`config.mk`:
```
export PLATFORM = sky130hd
export DESIGN_NAME = muldiv_unit_flat
export DESIGN_NICKNAME = d
export VERILOG_FILES = /design/src/rtl/muldiv_unit_if.sv /design/src/rtl/muldiv_unit.sv /design/src/flat_wrapper.sv
export SDC_FILE = /design/constraint.sdc
export NUM_CORES = 1
export LEC_CHECK = 0
export BUFFER_PORTS_ARGS = -buffer_cell sky130_fd_sc_hd__buf_2
export CAP_MARGIN = 40
export CORE_MARGIN = 3
export CORE_UTILIZATION = 60
export CTS_CLUSTER_SIZE = 8
export DETAILED_ROUTE_END_ITERATION = 16
export PLACE_DENSITY = 0.8
export SLEW_MARGIN = 40
export SYNTH_ARGS = -nofsm -noshare
export SYNTH_HDL_FRONTEND = slang
export SYNTH_SLANG_ARGS = --single-unit
export TNS_END_PERCENT = 100
```
`constraint.sdc`:
```
create_clock -name clk -period 5.5 [get_ports clk]
set_input_delay 0.275 -clock clk [delete_from_list [all_inputs] [get_ports clk]]
set_output_delay 0.275 -clock clk [all_outputs]
set_load 0.005 [all_outputs]
```
`src/rtl/muldiv_unit_if.sv`:
```
// Request/handshake bus and HI/LO read ports of the multiply/divide unit.
// Master drives start/op/operands/cancel; slave returns busy/done/div_zero/hi/lo.
interface muldiv_unit_if #(
  parameter int WIDTH = 32
);
  logic             start;
  logic [2:0]       op;
  logic [WIDTH-1:0] src_a;
  logic [WIDTH-1:0] src_b;
  logic             cancel;
  logic             busy;
  logic             done;
  logic             div_zero;
  logic [WIDTH-1:0] hi;
  logic [WIDTH-1:0] lo;

  modport master (
    output start, op, src_a, src_b, cancel,
    input  busy, done, div_zero, hi, lo
  );

  modport slave (
    input  start, op, src_a, src_b, cancel,
    output busy, done, div_zero, hi, lo
  );
endinterface

```
`src/rtl/muldiv_unit.sv`:
```
// Iterative signed/unsigned multiply and restoring divide owning HI/LO; MULDIV_FAST_MUL_EN selects a one-shot multiplier.
// Latency: WIDTH+2 cycles MUL/DIV, 2 cycles fast multiply or divide-by-zero, 1 cycle MTHI/MTLO.
// Backpressure: start is ignored while busy (caller holds and retries); cancel aborts with no done.
module muldiv_unit #(
  parameter int WIDTH = 32,
  parameter int CNT_W = 6
) (
  input  logic          clk,
  input  logic          rst,
  muldiv_unit_if.slave  bus
);

  typedef enum logic [1:0] {S_IDLE, S_MUL, S_DIV, S_FIX} state_t;

  localparam logic [CNT_W-1:0] LAST_CNT = CNT_W'(WIDTH - 1);

  state_t               state_q, state_d;
  logic [CNT_W-1:0]     cnt_q, cnt_d;
  logic [WIDTH-1:0]     opnd_q, opnd_d;
  logic [2*WIDTH-1:0]   prod_q, prod_d;
  logic                 q_neg_q, q_neg_d;
  logic                 r_neg_q, r_neg_d;
  logic                 is_div_q, is_div_d;
  logic [WIDTH-1:0]     hi_q, hi_d;
  logic [WIDTH-1:0]     lo_q, lo_d;
  logic                 done_q, done_d;
  logic                 div_zero_q, div_zero_d;

  logic                 signed_op, sign_a, sign_b;
  logic [WIDTH-1:0]     mag_a, mag_b;
  logic [WIDTH:0]       mul_sum;
  logic [WIDTH:0]       div_shift;
  logic                 div_ge;
  logic [WIDTH-1:0]     div_diff;
  logic [2*WIDTH-1:0]   prod_fix;
  logic [WIDTH-1:0]     quo_fix, rem_fix;

  // Odd opcodes are the unsigned variants.
  assign signed_op = ~bus.op[0];
  assign sign_a    = signed_op & bus.src_a[WIDTH-1];
  assign sign_b    = signed_op & bus.src_b[WIDTH-1];
  assign mag_a     = sign_a ? -bus.src_a : bus.src_a;
  assign mag_b     = sign_b ? -bus.src_b : bus.src_b;

  // prod_q holds {accumulator, multiplier} for MUL and {remainder, dividend/quotient} for DIV.
  assign mul_sum   = {1'b0, prod_q[2*WIDTH-1:WIDTH]} + {1'b0, opnd_q & {WIDTH{prod_q[0]}}};
  assign div_shift = {prod_q[2*WIDTH-1:WIDTH], prod_q[WIDTH-1]};
  assign div_ge    = div_shift >= {1'b0, opnd_q};
  assign div_diff  = div_shift[WIDTH-1:0] - opnd_q;

  assign prod_fix  = q_neg_q ? -prod_q : prod_q;
  assign quo_fix   = q_neg_q ? -prod_q[WIDTH-1:0] : prod_q[WIDTH-1:0];
  assign rem_fix   = r_neg_q ? -prod_q[2*WIDTH-1:WIDTH] : prod_q[2*WIDTH-1:WIDTH];

`ifdef MULDIV_FAST_MUL_EN
  logic [2*WIDTH-1:0] fast_prod;
  assign fast_prod = {{WIDTH{1'b0}}, mag_a} * {{WIDTH{1'b0}}, mag_b};
`endif

  always_comb begin
    state_d    = state_q;
    cnt_d      = cnt_q;
    opnd_d     = opnd_q;
    prod_d     = prod_q;
    q_neg_d    = q_neg_q;
    r_neg_d    = r_neg_q;
    is_div_d   = is_div_q;
    hi_d       = hi_q;
    lo_d       = lo_q;
    div_zero_d = div_zero_q;
    done_d     = 1'b0;

    case (state_q)
      S_IDLE: begin
        if (bus.start && !bus.cancel) begin
          case (bus.op)
            3'd0, 3'd1: begin
              q_neg_d  = sign_a ^ sign_b;
              r_neg_d  = 1'b0;
              is_div_d = 1'b0;
              cnt_d    = '0;
`ifdef MULDIV_FAST_MUL_EN
              prod_d   = fast_prod;
              state_d  = S_FIX;
`else
              opnd_d   = mag_a;
              prod_d   = {{WIDTH{1'b0}}, mag_b};
              state_d  = S_MUL;
`endif
            end
            3'd2, 3'd3: begin
              is_div_d = 1'b1;
              cnt_d    = '0;
              if (bus.src_b == '0) begin
                // Preload the architectural divide-by-zero result; FIX passes it through uncorrected.
                div_zero_d = 1'b1;
                q_neg_d    = 1'b0;
                r_neg_d    = 1'b0;
                prod_d     = {bus.src_a, {WIDTH{1'b1}}};
                state_d    = S_FIX;
              end else begin
                div_zero_d = 1'b0;
                q_neg_d    = sign_a ^ sign_b;
                r_neg_d    = sign_a;
                opnd_d     = mag_b;
                prod_d     = {{WIDTH{1'b0}}, mag_a};
                state_d    = S_DIV;
              end
            end
            3'd4: begin
              hi_d   = bus.src_a;
              done_d = 1'b1;
            end
            3'd5: begin
              lo_d   = bus.src_a;
              done_d = 1'b1;
            end
            default: ;
          endcase
        end
      end
      S_MUL: begin
        if (bus.cancel) begin
          state_d = S_IDLE;
        end else begin
          prod_d = {mul_sum, prod_q[WIDTH-1:1]};
          cnt_d  = cnt_q + 1'b1;
          if (cnt_q == LAST_CNT) state_d = S_FIX;
        end
      end
      S_DIV: begin
        if (bus.cancel) begin
          state_d = S_IDLE;
        end else begin
          prod_d = {(div_ge ? div_diff : div_shift[WIDTH-1:0]), prod_q[WIDTH-2:0], div_ge};
          cnt_d  = cnt_q + 1'b1;
          if (cnt_q == LAST_CNT) state_d = S_FIX;
        end
      end
      S_FIX: begin
        state_d = S_IDLE;
        if (!bus.cancel) begin
          done_d = 1'b1;
          if (is_div_q) begin
            hi_d = rem_fix;
            lo_d = quo_fix;
          end else begin
            hi_d = prod_fix[2*WIDTH-1:WIDTH];
            lo_d = prod_fix[WIDTH-1:0];
          end
        end
      end
      default: state_d = S_IDLE;
    endcase
  end

  always_ff @(posedge clk or posedge rst) begin
    if (rst) begin
      state_q    <= S_IDLE;
      cnt_q      <= '0;
      opnd_q     <= '0;
      prod_q     <= '0;
      q_neg_q    <= 1'b0;
      r_neg_q    <= 1'b0;
      is_div_q   <= 1'b0;
      hi_q       <= '0;
      lo_q       <= '0;
      done_q     <= 1'b0;
      div_zero_q <= 1'b0;
    end else begin
      state_q    <= state_d;
      cnt_q      <= cnt_d;
      opnd_q     <= opnd_d;
      prod_q     <= prod_d;
      q_neg_q    <= q_neg_d;
      r_neg_q    <= r_neg_d;
      is_div_q   <= is_div_d;
      hi_q       <= hi_d;
      lo_q       <= lo_d;
      done_q     <= done_d;
      div_zero_q <= div_zero_d;
    end
  end

  assign bus.busy     = (state_q != S_IDLE);
  assign bus.done     = done_q;
  assign bus.div_zero = div_zero_q;
  assign bus.hi       = hi_q;
  assign bus.lo       = lo_q;

endmodule

```
`src/flat_wrapper.sv`:
```
// flat-port wrapper written by rule: the top's interface ports become plain ports
module muldiv_unit_flat 
#(
  parameter int WIDTH = 32,
  parameter int CNT_W = 6
)
  (clk, rst, bus_start, bus_op, bus_src_a, bus_src_b, bus_cancel, bus_busy, bus_done, bus_div_zero, bus_hi, bus_lo);
  muldiv_unit_if #(.WIDTH(WIDTH)) bus_i ();
  input  logic clk;
  input  logic rst;
  input wire logic [$bits(bus_i.start)-1:0] bus_start;
  input wire logic [$bits(bus_i.op)-1:0] bus_op;
  input wire logic [$bits(bus_i.src_a)-1:0] bus_src_a;
  input wire logic [$bits(bus_i.src_b)-1:0] bus_src_b;
  input wire logic [$bits(bus_i.cancel)-1:0] bus_cancel;
  output wire logic [$bits(bus_i.busy)-1:0] bus_busy;
  output wire logic [$bits(bus_i.done)-1:0] bus_done;
  output wire logic [$bits(bus_i.div_zero)-1:0] bus_div_zero;
  output wire logic [$bits(bus_i.hi)-1:0] bus_hi;
  output wire logic [$bits(bus_i.lo)-1:0] bus_lo;
  assign bus_i.start = bus_start;
  assign bus_i.op = bus_op;
  assign bus_i.src_a = bus_src_a;
  assign bus_i.src_b = bus_src_b;
  assign bus_i.cancel = bus_cancel;
  assign bus_busy = bus_i.busy;
  assign bus_done = bus_i.done;
  assign bus_div_zero = bus_i.div_zero;
  assign bus_hi = bus_i.hi;
  assign bus_lo = bus_i.lo;
  muldiv_unit #(.WIDTH(WIDTH), .CNT_W(CNT_W)) u_core (.clk(clk), .rst(rst), .bus(bus_i));
endmodule
```
==> metrics <==
number of design-rule violations left by the first detailed-router iteration=2,875; starting utilization of the core area=61.1%; dominant register cell in the synthesized netlist=sky130_fd_sc_hd__dfrtp_1; register clock-pin slew on the reported worst setup and hold paths=90 ps; number of enable-type register cells in the synthesized netlist=0; Final Hold Viols=0; post-CTS resize count=0; worst setup slack before clock tree synthesis=1540 ps; overflow left after global routing=0; Tightest Hold Check Type=in2reg; number of nets at the end of the flow=2,305; cell types occupying the most area after synthesis=sky130_fd_sc_hd__dfrtp_1 27%, sky130_fd_sc_hd__a21oi_1 7.9%, sky130_fd_sc_hd__o21ai_0 6.2%; CP Capture Type=flip-flop; number of different library cells in the post-synthesis netlist=90; number of setup buffers added after CTS=0; H-tree depth=4; via/cell ratio=6.94; total power per unit cell area=722 nW/µm²; portion of the post-synthesis area used by sequential elements=27.2%; Area Overhead vs Synth=8.65%; number of placed cells counting well taps=2,473; DP HPWL=48.2 mm; Synth async-reset ratio=100%; DIE AREA=28,500 µm²; list of most frequent post-synthesis cells=253 x sky130_fd_sc_hd__a21oi_1, 221 x sky130_fd_sc_hd__nor2_1, 212 x sky130_fd_sc_hd__nand2_1, 198 x sky130_fd_sc_hd__o21ai_0, 173 x sky130_fd_sc_hd__dfrtp_1; deepest clock path buffer count=2; worst hold path cell count=3; count leader, synth=sky130_fd_sc_hd__a21oi_1; pin count of the biggest net entering global routing=83; highest clock frequency the design can meet=238 MHz; cell leakage power=0.00750 µW; row count=59; length of the first detailed-routing pass in iterations=6; TritonCTS Buffers=17; final non-filler cell area=17,300 µm²; tightest slew margin relative to the limit=34.8%; Net Count, Synth=2,276; actual slew at the worst max-slew pin=965 ps; number of diodes=0; total of buffers placed on input and output ports=137; area leader, netlist=sky130_fd_sc_hd__dfrtp_1; fin cells=2,506; Setup CP Type=reg2reg; Detailed Route WL=63.8 mm; number of ports placed on the die boundary=138; post-synthesis instance area=15,900 µm²; fraction of final layout cells sized beyond drive strength 1=11.4%; horizontal die dimension=169 µm; setup repair after global routing missed its margin=no; number of global-route vias before repair=15,500; peak supply drop=0.617 mV; post-synth top area share=27.2%; Worst setup SP type=flip-flop; clk root buf=sky130_fd_sc_hd__clkbuf_16; sink count of the clock tree=173; Crit Path Max Fanout=11; CTS tree=yes; Die Y-Extent=169 µm; Synth Instances=2,129; Post-DRT Antenna Nets=0; cts hold-fix bufs=1; PnR worst setup slack=1290 ps; number of maximum-capacitance constraint violations=0; routed length per instance=25.5 µm; post-synthesis average cell area=7.48 µm²; Fill cells=2,269; final critical delay including setup and external delays=4210 ps; number of warning messages in the yosys log=0; largest clock skew in the final design=19.2 ps; Critical Path AT=4560 ps; Placed Instance Area=16,700 µm²; vias=17,400; CP Data Required Time=5860 ps; Final setup violation count=0; final critical-path share of the clock period=76.5%; FF+latch count, synth=173; global-route wire length before repair=94.0 mm; setup_tns=0 ps; routability congestion estimate=1.07; DR DRC count=0; number of antenna violations at the first check in global routing=0; Max Transition Viols Final=0; all-layer global routing usage=43.2%; worst skew pair latency=450 ps; Worst R2R Path Depth=9; CORE AREA=26,100 µm²; result of the run=complete, no violations
## cells by family (layout without fill, tap and decap cells)
logic type	count (synthesis)	count (layout)	synth area share (%)
buf+inv	230	272	5.63
mux	11	11	0.707
flops	173	173	27.2
fa+ha+maj	76	76	6.06
compound gates	775	775	30.2
simple gates	695	695	20.9
xor+xnor	169	169	9.29
## registers in the layout (all words and copies together), names as in the netlist
register and count:
u_core.bus.div_zero 1, u_core.opnd_q 32, u_core.cnt_q 6, u_core.bus.lo 32
u_core.q_neg_q 1, u_core.bus.hi 32, u_core.bus.done 1, u_core.prod_q 64
u_core.r_neg_q 1, u_core.is_div_q 1, u_core.state_q 2
## worst paths after layout
| path | start | slack (ps) | end |
|---|---|---|---|
| max reg2reg | u_core.prod_q[52]$_DFFE_PP0P_ | 1290 | u_core.prod_q[62]$_DFFE_PP0P_ |
| max | u_core.prod_q[52]$_DFFE_PP0P_ | 1290 | u_core.prod_q[62]$_DFFE_PP0P_ |
| min in group asynchronous | rst | 440 | u_core.bus.lo[8]$_DFFE_PP0P_ |
| min reg2reg | u_core.bus.lo[19]$_DFFE_PP0P_ | 480 | u_core.bus.lo[19]$_DFFE_PP0P_ |
| min | bus_op[1] | 110 | u_core.is_div_q$_DFFE_PP0P_ |
| max in group asynchronous | rst | 3800 | u_core.prod_q[63]$_DFFE_PP0P_ |
## power by group
group | internal [µW] | total, µW | switching (µW)
Sequential | 1880 | 2750 | 865
Clock | 632 | 1310 | 677
Combinational | 3000 | 8450 | 5450
## through the flow
| stage | utilization (%) | hold WS, ps | total power, µW |
|---|---|---|---|
| floorplan | - | 342 | 8110 |
| global placement | 63.8 | 370 | 10600 |
| detailed placement | 63.9 | 377 | 10800 |
| CTS | 66.4 | 104 | 12100 |
| global route | 66.4 | 118 | 13200 |
| finish | 66.4 | 110 | 12500 |
## cells in the final DEF, fill, tap and decap left out, types with 5 or more instances in the layout
cell	synthesis	final
sky130_fd_sc_hd__o221ai_1	6	6
sky130_fd_sc_hd__o21bai_1	10	10
sky130_fd_sc_hd__o21ai_0	198	197
sky130_fd_sc_hd__a211oi_1	48	48
sky130_fd_sc_hd__buf_4	2	22
sky130_fd_sc_hd__a21o_1	49	49
sky130_fd_sc_hd__mux2i_1	9	9
sky130_fd_sc_hd__nand4_1	23	23
sky130_fd_sc_hd__o21a_1	15	15
sky130_fd_sc_hd__a31oi_1	27	27
sky130_fd_sc_hd__o22ai_1	12	12
sky130_fd_sc_hd__xnor2_1	92	92
sky130_fd_sc_hd__dfrtp_1	173	173
sky130_fd_sc_hd__ha_1	74	71
sky130_fd_sc_hd__nand3b_1	6	6
sky130_fd_sc_hd__clkinv_8	0	6
sky130_fd_sc_hd__nand2_1	212	212
sky130_fd_sc_hd__o211ai_1	22	22
sky130_fd_sc_hd__or4_4	7	7
sky130_fd_sc_hd__nor2b_1	22	19
sky130_fd_sc_hd__xor2_1	77	77
sky130_fd_sc_hd__nor3_1	52	52
sky130_fd_sc_hd__inv_1	79	78
sky130_fd_sc_hd__nand2b_1	22	21
sky130_fd_sc_hd__nand3_1	42	42
sky130_fd_sc_hd__o31ai_1	24	24
sky130_fd_sc_hd__or3_1	20	20
sky130_fd_sc_hd__and2_1	9	9
sky130_fd_sc_hd__a221oi_1	15	15
sky130_fd_sc_hd__a22oi_1	6	6
sky130_fd_sc_hd__a21oi_1	253	252
sky130_fd_sc_hd__nor2_1	221	220
sky130_fd_sc_hd__o41ai_1	7	7
sky130_fd_sc_hd__a22o_1	26	26
sky130_fd_sc_hd__a211o_1	5	5
sky130_fd_sc_hd__clkbuf_16	0	17
sky130_fd_sc_hd__buf_2	12	137
sky130_fd_sc_hd__nor4_1	14	13
sky130_fd_sc_hd__and3_1	10	10
## per-layer routing
metal  vias up  GRT usage (%)  part of all wire [%]
met5         -              0                     0
met4         0           18.6                   4.9
met3       175           14.4                    15
met2      1312           60.4                    40
met1      8163           60.9                    39
li1       7737              -                     -
## layout make-up
class                           count  area, µm²  share of cell area (%)
Tap cell                          335        419                    2.42
Multi-Input combinational cell   1726      10800                    62.1
Sequential cell                   173       4330                    25.0
Clock buffer                       17        425                    2.46
Clock inverter                     15        206                    1.19
Inverter                           79        302                    1.74
Timing Repair Buffer              161        872                    5.04
## critical path: stages (launching register included)
cell                       delay (ps)
sky130_fd_sc_hd__dfrtp_1          690
sky130_fd_sc_hd__ha_1             420
sky130_fd_sc_hd__nand2_1          230
sky130_fd_sc_hd__or3_1            250
sky130_fd_sc_hd__nor4_1           100
sky130_fd_sc_hd__a31oi_1          490
sky130_fd_sc_hd__a21boi_2         730
sky130_fd_sc_hd__nand2_1          510
sky130_fd_sc_hd__o2bb2a_1         450
sky130_fd_sc_hd__a221oi_1         250
(Power assumes the default switching activity.)
